`config.mk`:
```
export PLATFORM = sky130hd
export DESIGN_NAME = align_out_buffer
export DESIGN_NICKNAME = d
export VERILOG_FILES = /design/src/rtl/align_out_buffer_pkg.sv /design/src/rtl/align_lifo.sv /design/src/rtl/align_out_buffer.sv
export SDC_FILE = /design/constraint.sdc
export NUM_CORES = 1
export LEC_CHECK = 0
export BUFFER_PORTS_ARGS = -buffer_cell sky130_fd_sc_hd__clkbuf_2
export CAP_MARGIN = 0
export CORE_MARGIN = 2
export CORE_UTILIZATION = 28
export CTS_CLUSTER_SIZE = 25
export DETAILED_ROUTE_END_ITERATION = 10
export GPL_ROUTABILITY_DRIVEN = 0
export GPL_TIMING_DRIVEN = 0
export SYNTH_ARGS = -nofsm -noshare
export SYNTH_HDL_FRONTEND = slang
export SYNTH_SLANG_ARGS = --single-unit
```
`constraint.sdc`:
```
create_clock -name clk -period 5.5 [get_ports clk]
set_clock_uncertainty 0.1 [all_clocks]
set_input_delay 0.275 -clock clk [delete_from_list [all_inputs] [get_ports clk]]
set_output_delay 0.275 -clock clk [all_outputs]
set_load 0.01 [all_outputs]
```
`src/rtl/align_out_buffer_pkg.sv`:
```
// Shared alphabet, symbol encodings and FSM state type for the alignment output path.
// Letters occupy codes 0..2**LETTER_WIDTH-1; LINE and START_END_SIGNAL sit above them.
package design_variables;

  localparam int SEQ_LENGTH   = 8;
  localparam int LETTER_WIDTH = 2;

  typedef logic [LETTER_WIDTH:0] sym_t;

  localparam sym_t LINE             = 3'b100;
  localparam sym_t START_END_SIGNAL = 3'b111;

  typedef enum logic [1:0] {
    IDLE,
    COLLECT,
    DRAIN
  } state_t;

endpackage

```
`src/rtl/align_lifo.sv`:
```
// Column-pair stack: push/pop one pair per cycle; top is read combinationally, 0-cycle latency.
// No internal backpressure: the owner must not push when full or pop when empty.
module align_lifo
  import design_variables::*;
#(
  parameter int DEPTH = 2 * SEQ_LENGTH,
  parameter int CNT_W = $clog2(DEPTH + 1)
) (
  input  logic             clk,
  input  logic             rst_n,
  input  logic             clr,
  input  logic             push,
  input  logic             pop,
  input  sym_t             push_q,
  input  sym_t             push_d,
  output logic             full,
  output logic             empty,
  output sym_t             top_q,
  output sym_t             top_d,
  output logic [CNT_W-1:0] ptr
);

  localparam int IDX_W = (DEPTH > 1) ? $clog2(DEPTH) : 1;

  sym_t             mem_q [DEPTH];
  sym_t             mem_d [DEPTH];
  logic [CNT_W-1:0] ptr_m1;
  logic [IDX_W-1:0] wr_idx;
  logic [IDX_W-1:0] rd_idx;

  assign full   = (ptr == CNT_W'(DEPTH));
  assign empty  = (ptr == '0);
  assign ptr_m1 = ptr - CNT_W'(1);
  assign wr_idx = ptr[IDX_W-1:0];
  assign rd_idx = ptr_m1[IDX_W-1:0];
  assign top_q  = mem_q[rd_idx];
  assign top_d  = mem_d[rd_idx];

  // Storage deliberately has no reset; stale entries are never visible past ptr.
  always_ff @(posedge clk) begin
    if (push && !full) begin
      mem_q[wr_idx] <= push_q;
      mem_d[wr_idx] <= push_d;
    end
  end

  always_ff @(posedge clk or negedge rst_n) begin
    if (!rst_n) begin
      ptr <= '0;
    end else if (clr) begin
      ptr <= '0;
    end else if (push && !full) begin
      ptr <= ptr + CNT_W'(1);
    end else if (pop && !empty) begin
      ptr <= ptr_m1;
    end
  end

endmodule

```
`src/rtl/align_out_buffer.sv`:
```
// Reverses traceback column pairs into forward order; first out_valid one cycle after closing marker.
// Input stalls (in_ready=0) for the whole drain; output holds data while out_ready is low. Option: ALIGN_OUT_GAP_COUNT_EN.
module align_out_buffer
  import design_variables::*;
#(
  parameter int DEPTH = 2 * SEQ_LENGTH,
  parameter int CNT_W = $clog2(DEPTH + 1)
) (
  input  logic                    clk,
  input  logic                    rst_n,
  input  logic                    in_valid,
  input  logic [LETTER_WIDTH:0]   query_in,
  input  logic [LETTER_WIDTH:0]   database_in,
  output logic                    in_ready,
  output logic                    out_valid,
  input  logic                    out_ready,
  output logic [LETTER_WIDTH:0]   query_out,
  output logic [LETTER_WIDTH:0]   database_out,
  output logic                    out_last,
`ifdef ALIGN_OUT_GAP_COUNT_EN
  output logic [CNT_W-1:0]        query_gaps,
  output logic [CNT_W-1:0]        database_gaps,
`endif
  output logic [CNT_W-1:0]        length,
  output logic                    overflow
);

  state_t           state;
  state_t           state_nxt;
  logic             marker;
  logic             lifo_clr;
  logic             lifo_push;
  logic             lifo_pop;
  logic             set_ovf;
  logic             lifo_full;
  logic             lifo_empty;
  sym_t             top_q;
  sym_t             top_d;
  logic [CNT_W-1:0] ptr;

  assign marker = in_valid && (query_in == START_END_SIGNAL) && (database_in == START_END_SIGNAL);

  align_lifo #(
    .DEPTH (DEPTH),
    .CNT_W (CNT_W)
  ) u_lifo (
    .clk    (clk),
    .rst_n  (rst_n),
    .clr    (lifo_clr),
    .push   (lifo_push),
    .pop    (lifo_pop),
    .push_q (query_in),
    .push_d (database_in),
    .full   (lifo_full),
    .empty  (lifo_empty),
    .top_q  (top_q),
    .top_d  (top_d),
    .ptr    (ptr)
  );

  always_ff @(posedge clk or negedge rst_n) begin
    if (!rst_n) begin
      state <= IDLE;
    end else begin
      state <= state_nxt;
    end
  end

  always_comb begin
    state_nxt = state;
    lifo_clr  = 1'b0;
    lifo_push = 1'b0;
    lifo_pop  = 1'b0;
    set_ovf   = 1'b0;
    unique case (state)
      IDLE: begin
        if (marker) begin
          lifo_clr  = 1'b1;
          state_nxt = COLLECT;
        end
      end
      COLLECT: begin
        if (marker) begin
          state_nxt = lifo_empty ? IDLE : DRAIN;
        end else if (in_valid) begin
          lifo_push = !lifo_full;
          set_ovf   = lifo_full;
        end
      end
      DRAIN: begin
        if (out_ready) begin
          lifo_pop = 1'b1;
          if (ptr == CNT_W'(1)) state_nxt = IDLE;
        end
      end
      default: state_nxt = IDLE;
    endcase
  end

  // Data is gated by out_valid so outputs read zero outside DRAIN, independent of storage.
  assign in_ready     = (state != DRAIN);
  assign out_valid    = (state == DRAIN);
  assign out_last     = out_valid && (ptr == CNT_W'(1));
  assign query_out    = out_valid ? top_q : '0;
  assign database_out = out_valid ? top_d : '0;

  always_ff @(posedge clk or negedge rst_n) begin
    if (!rst_n) begin
      length   <= '0;
      overflow <= 1'b0;
    end else if (lifo_clr) begin
      length   <= '0;
      overflow <= 1'b0;
    end else begin
      if (lifo_push) length <= ptr + CNT_W'(1);
      if (set_ovf) overflow <= 1'b1;
    end
  end

`ifdef ALIGN_OUT_GAP_COUNT_EN
  always_ff @(posedge clk or negedge rst_n) begin
    if (!rst_n) begin
      query_gaps    <= '0;
      database_gaps <= '0;
    end else if (lifo_clr) begin
      query_gaps    <= '0;
      database_gaps <= '0;
    end else if (lifo_push) begin
      if (query_in == LINE) query_gaps <= query_gaps + CNT_W'(1);
      if (database_in == LINE) database_gaps <= database_gaps + CNT_W'(1);
    end
  end
`endif

endmodule

```
==> results of run 1 <==
## stage by stage
step           utilization (%)  setup WS, ns  hold slack, ns
4_1_cts                   32.8          1.74           0.158
3_3_place_gp              30.8          2.14          0.0958
5_1_grt                   32.8          1.55           0.201
2_1_floorplan                -          2.92          -0.121
3_5_place_dp              30.8          2.13          0.0981
6_report                  32.8          1.79           0.160
## cell type report
class,count,share of cell area [%]
Multi-Input combinational cell,193,24.8
Buffer,13,2.06
Clock inverter,7,1.81
Sequential cell,109,59.4
Clock buffer,9,4.17
Tap cell,220,5.10
Inverter,4,0.278
Timing Repair Buffer,25,2.41
## Yosys cell counts, types with 2 or more instances
master	number	share of area [%]
edfxtp_1	96	62
mux2i_1	14	3.0
nor3_1	6	0.64
a32oi_1	6	1.1
nor2b_1	2	0.27
nand2b_1	2	0.27
o21ai_0	2	0.21
nand2_1	60	4.8
ha_1	5	1.3
xor2_2	2	0.70
nor2_1	25	2.0
nand4_1	10	1.3
a21oi_1	4	0.43
nor2_2	2	0.27
mux4_2	12	5.8
a211oi_1	4	0.64
a22oi_1	2	0.32
inv_1	3	0.24
buf_4	2	0.32
nand3_1	11	1.2
and3_1	3	0.40
buf_6	7	1.7
o21ai_1	5	0.54
buf_2	2	0.21
xnor2_1	4	0.75
dfrtp_1	13	7.0
clkbuf_1	2	0.16
## worst paths after layout
path	from	end	slack [ns]	depth (start not counted)
hold reg to reg	state[1]	state[0]	0.38	1
max in group asynchronous	rst_n	state[0]	4.78	2
min in group asynchronous	rst_n	length[2]	0.26	2
setup / recovery	u_lifo.ptr[0]	query_out[1]	1.79	10
setup reg to reg	u_lifo.ptr[0]	u_lifo.mem_q[9][2]	2.39	11
hold / removal	in_valid	state[0]	0.16	4
## logic make-up (layout without fill, tap and decap cells)
group	count (synthesis)	after routing
compound gates	29	29
xor+xnor	7	7
fa+ha+maj	5	5
buf+inv	17	58
flops	109	109
mux	26	26
simple gates	126	126
## worst max-delay path: stages (launching register included)
cell and delay (ns):
dfrtp_1 0.38, buf_4 0.22, buf_6 0.21, buf_6 0.18, inv_1 0.12, ha_1 0.45, clkbuf_1 0.54, mux4_2 0.46
mux2i_1 0.19, o21ai_1 0.08, clkbuf_2 0.15
## report_power, final
group / internal, uW / leakage, uW / total, uW / switching, uW
Combinational: 444 / 0.000700 / 1130 / 685
Sequential: 990 / 0.00102 / 1040 / 53.8
Clock: 402 / 0.000154 / 701 / 299
Total: 1840 / 0.00187 / 2870 / 1040
## state kept, by name (all words and copies together), names as in the netlist
register      flops
u_lifo.ptr        5
state             2
u_lifo.mem_q     48
u_lifo.mem_d     48
overflow          1
length            5
## metal layers
metal,vias to the layer above,routed length [um],track usage [%],share of wire (%)
met3,8,481,2.66,4.6
met2,80,4750,19.3,46
met4,0,122,3.55,1.2
met1,1387,5010,16.9,48
met5,-,0,0,0
li1,1271,-,-,-
==> results by group, run 1 <==
GRT
  • First-pass GRT wire length: between 15,000 and 20,000 um
  • Grt total ovfl: 0
  • Largest net degree at the start of global routing: 19
  • Overall routing resource usage: between 10 and 15%
  • Initial antenna violation count: 0
  • Via count of the first global-routing pass: 2,696

Timing
  • Relative slew slack: between 10% and 20%
  • Worst-margin pin slew: approximately 1.2 ns
  • Final number of setup-violating endpoints: 0
  • Final number of hold-violating endpoints: 0
  • Max-slew violations: 0
  • Final cycle utilization of the critical path: 67.4%
  • Fmax: 0.270 GHz
  • Setup TNS: 0 ns
  • Post-layout min period: about 3.7 ns
  • RSZ-0062 raised after global routing: false

Floorplan
  • # IOs: 25
  • # rows: 47
  • Die area: about 18,000 um2
  • Core area: between 15,000 and 20,000 um2
  • Die Width: roughly 130 um
  • Initial core utilization: between 20% and 30%
  • Die height: around 130 um

Finish
  • Multi-input logic area: 1340 um2
  • Sequential cell area: 3210 um2
  • Finished Layout Cells: 580
  • Most frequent cells in the layout: edfxtp_1, nand2_1, nor2_1
  • Most common cell after layout, fill and taps aside: edfxtp_1
  • Fin area: 5400 um2
  • Diode count: 0
  • Area Overhead vs Synth: 15.6%
  • Fillers: approximately 1.6k
  • Fin nets: between 300 and 400
  • Layout cells sized above 1: between 20% and 30%

Route
  • DRT iter0 DRCs: around 260
  • Residual DRC count: 0
  • Final ANT Viol Nets: 0
  • Total Wirelength: 10,400 um
  • DRT Pass-1 Iters: 5
  • Vias post-DR: 2,746
  • DR vias/cell: around 4.7
  • WL/cell: approximately 18 um

CTS
  • Clock-pin slew on the worst setup and hold paths: roughly 0.070 ns
  • H-tree depth reported by CTS: 3
  • Post-CTS sizing: 0
  • CTS buffer count: 9
  • Post-CTS setup repair buffer count: 0
  • Hold_buf cts: 1
  • Worst-skew pair later-pin latency: roughly 0.35 ns
  • Root Buffer: clkbuf_16
  • TritonCTS clock tree: yes
  • CTS max path bufs: 2
  • Clk sinks: about 110

Synthesis
  • Seq/Total Area, Yosys: about two thirds
  • Seq cells post-synth: 109
  • Mean post-synth cell area: 14.6 um2
  • Warnings from Yosys: 0
  • Synth Cell Area: approximately 4700 um2
  • Asr flop ratio synth: roughly an eighth
  • Synth cell types: 40
  • Multiplexer share of the synthesized area: ~8.8%
  • Synth Area in Compound Gates: under 10%
  • Number of flops mapped to enable cells by yosys: 96
  • XOR/XNOR Fraction of Synth Area: between 1.5 and 2%
  • Syn_nets: roughly 330
  • Largest family of logic cells by synthesized area: simple AND/OR/NAND/NOR gates
  • Adder and majority gate portion of the synthesized area: 1.34%
  • Syn Inst Count: around 320
  • Simple-Gate Fraction of Synth Area: 12.2%
  • Most used DFF post-synth: edfxtp_1

Power and ir drop
  • Pwr/cell area: 532 nW/um2
  • Maximum vdd drop: ~0.23 mV
  • Pwr Total: ~2900 uW
  • LEAKAGE: around 0.0019 uW

Setup path
  • CP Launch Type: flip-flop
  • CP max FO: 10
  • Critical path type: flip-flop to primary output
  • CP Capture Type: primary output
  • Worst path arrival time: approximately 3.3 ns
  • Req. time, crit path: 5.12 ns

Job
  • Max capacitance violation total: 0

Run status
  • Status: finished clean

Placed design
  • I/O Buffers: 24
  • # placed instances: 563
  • Area after DPL: slightly above 5000 um2
  • Detailed placement HPWL: 7020 um

Min path
  • Worst Hold Class: primary input to flip-flop
Note: power is estimated with default switching activity, not from simulation.
==> inputs of run 2 (changes only) <==
clock period = 3.3 ns   (was 5.5 ns; I/O delays follow)
==> run 2 against run 1 <==
  * Largest power group unchanged
  * Worst hold slack worse by 0.11 ns
  * Die area stayed put
  * Highest routed layer unchanged
  * Routed wire length is 0.68% higher
  * Combinational power is 89% higher
  * Critical path depth is 1 lower
==> results by group, run 2 (same netlist as run 1, synthesis figures left out) <==
Run status
  • Status: finished clean

Timing
  • Worst-margin pin slew: roughly 1.3 ns
  • Post-layout min period: between 3 and 4 ns
  • Relative slew slack: 16.0%
  • Final cycle utilization of the critical path: between 90% and 100%
  • Setup TNS: 0 ns
  • Setup WS post-layout: 0.221 ns
  • Final number of hold-violating endpoints: 0
  • Fmax: 0.325 GHz
  • Max-slew violations: 0
  • RSZ-0062 raised after global routing: false
  • Final number of setup-violating endpoints: 0

Placed design
  • I/O Buffers: 24
  • Detailed placement HPWL: 7020 um
  • # placed instances: ~560
  • Pre-CTS setup slack: ~0.038 ns
  • Area after DPL: about 5100 um2

GRT
  • Grt total ovfl: 0
  • First-pass GRT wire length: approximately 16,000 um
  • Via count of the first global-routing pass: between 2k and 3k
  • Largest net degree at the start of global routing: 19
  • Initial antenna violation count: 0
  • Overall routing resource usage: between 10% and 20%

Power and ir drop
  • LEAKAGE: between 0.0015 and 0.002 uW
  • Maximum vdd drop: between 0.3 and 0.4 mV
  • Pwr/cell area: about 910 nW/um2

Setup path
  • Bufs and invs on worst path: 5
  • CP Launch Type: flip-flop
  • Slowest Stage Delay on Critical Path: around 0.5 ns
  • Crit path max-delay cell type: nor2b_1
  • Req. time, crit path: just over 3 ns
  • Delay-heaviest family, CP: buffers and inverters
  • CP max FO: 10
  • Crit-path cells: buf_6 -> buf_12 -> buf_6 -> clkinvlp_4 -> ha_4 -> nor2b_1 -> a32oi_1 -> a32o_1 -> clkbuf_2
  • Worst setup path startpoint: u_lifo.ptr[0]
  • Most frequent CP cell: buf_6
  • Critical path type: flip-flop to primary output
  • Worst path arrival time: between 2 and 3 ns
  • R2R Path Start: u_lifo.ptr[0]
  • CP Capture Type: primary output

Finish
  • Fin nets: roughly 380
  • Diode count: 0
  • Area Overhead vs Synth: 19.0%
  • Finished Layout Cells: around 600
  • Top Registers: u_lifo.mem_d (48), u_lifo.mem_q (48)
  • Fin area: 5560 um2
  • Most frequent cells in the layout: edfxtp_1, nand2_1, clkbuf_2
  • Layout cells sized above 1: 24.2%
  • Most common cell after layout, fill and taps aside: edfxtp_1

Floorplan
  • # IOs: 25
  • Die height: between 100 and 150 um
  • Initial core utilization: 28.4%
  • Die Width: between 100 and 150 um
  • # rows: 47
  • Die area: approximately 18,000 um2
  • Core area: between 15,000 and 20,000 um2

Route
  • DR vias/cell: roughly 4.7
  • DRT Pass-1 Iters: 4
  • DRT iter0 DRCs: 256
  • Final ANT Viol Nets: 0
  • Residual DRC count: 0
  • Vias post-DR: between 2k and 3k
  • WL/cell: ~18 um
  • Total Wirelength: 10,400 um

Min path
  • Hold Crit Start: in_valid
  • Worst Hold Class: primary input to flip-flop

CTS
  • Clock-pin slew on the worst setup and hold paths: around 0.07 ns
  • Worst-skew pair later-pin latency: approximately 0.35 ns
  • Root Buffer: clkbuf_16
  • CTS buffer count: 9
  • H-tree depth reported by CTS: 3
  • TritonCTS clock tree: yes
  • CTS max path bufs: 2
  • Clk sinks: about 110

Job
  • Max capacitance violation total: 0
run 2: cell count changes in the layout (fill, tap and decap cells not counted), moves of 2 or more:
cell and change:
buf_4 +7, ha_4 +2, clkbuf_1 -2, ha_1 -2
run 2: final timing paths:
| path | end | slack (ns) | cells past startpoint |
|---|---|---|---|
| hold reg to reg | state[0] | 0.38 | 1 |
| hold / removal | state[0] | 0.05 | 4 |
| setup / recovery | database_out[1] | 0.22 | 9 |
| setup reg to reg | u_lifo.mem_q[10][0] | 0.33 | 11 |
| min in group asynchronous | length[2] | 0.14 | 2 |
| max in group asynchronous | state[0] | 2.71 | 2 |
run 2: per-layer routing:
| layer | up-vias | wire [um] | global-route usage, % |
|---|---|---|---|
| met4 | 0 | 155 | 3.55 |
| met1 | 1402 | 4830 | 17.1 |
| met3 | 11 | 538 | 2.55 |
| met2 | 77 | 4910 | 19.5 |
| li1 | 1296 | - | - |
| met5 | - | 0 | 0 |
run 2: where the power goes:
| part | leakage [uW] | switching, uW | internal [uW] | total (uW) |
|---|---|---|---|---|
| Sequential | 0.00102 | 100 | 1650 | 1750 |
| Combinational | 0.000756 | 1200 | 933 | 2140 |
| Clock | 0.000154 | 504 | 670 | 1170 |
run 2: cell type report:
class / count / area [um2]
Buffer: 13 / 139
Clock buffer: 9 / 225
Clock inverter: 7 / 97.6
Fill cell: 1629 / 10900
Inverter: 4 / 18.8
Multi-Input combinational cell: 193 / 1400
Sequential cell: 109 / 3210
Tap cell: 220 / 275
Timing Repair Buffer: 33 / 190
run 2: per-stage QoR:
| stage | utilization, % | hold slack (ns) | power [uW] |
|---|---|---|---|
| after floorplan | - | -0.231 | 3130 |
| after global placement | 30.8 | -0.0142 | 3650 |
| after detailed placement | 30.8 | -0.0119 | 3660 |
| after CTS | 33.3 | 0.0476 | 4980 |
| after global routing | 33.8 | 0.0911 | 5340 |
| final | 33.8 | 0.0532 | 5060 |
run 2: timing repair:
item | 4_1_cts | 5_1_grt
pin swaps | 1 | 1
setup buffers | 4 | 4
endpoints found under the setup margin | 6 | 15
hold endpoints to repair | 13 | 0
hold buffers | 1 | 0
gates resized for setup | 13 | 7
run 2: worst min-delay path, cell delays in order:
cell and delay (ns):
clkbuf_2 0.09, nand2_1 0.07, xnor2_1 0.06, nor2_1 0.08
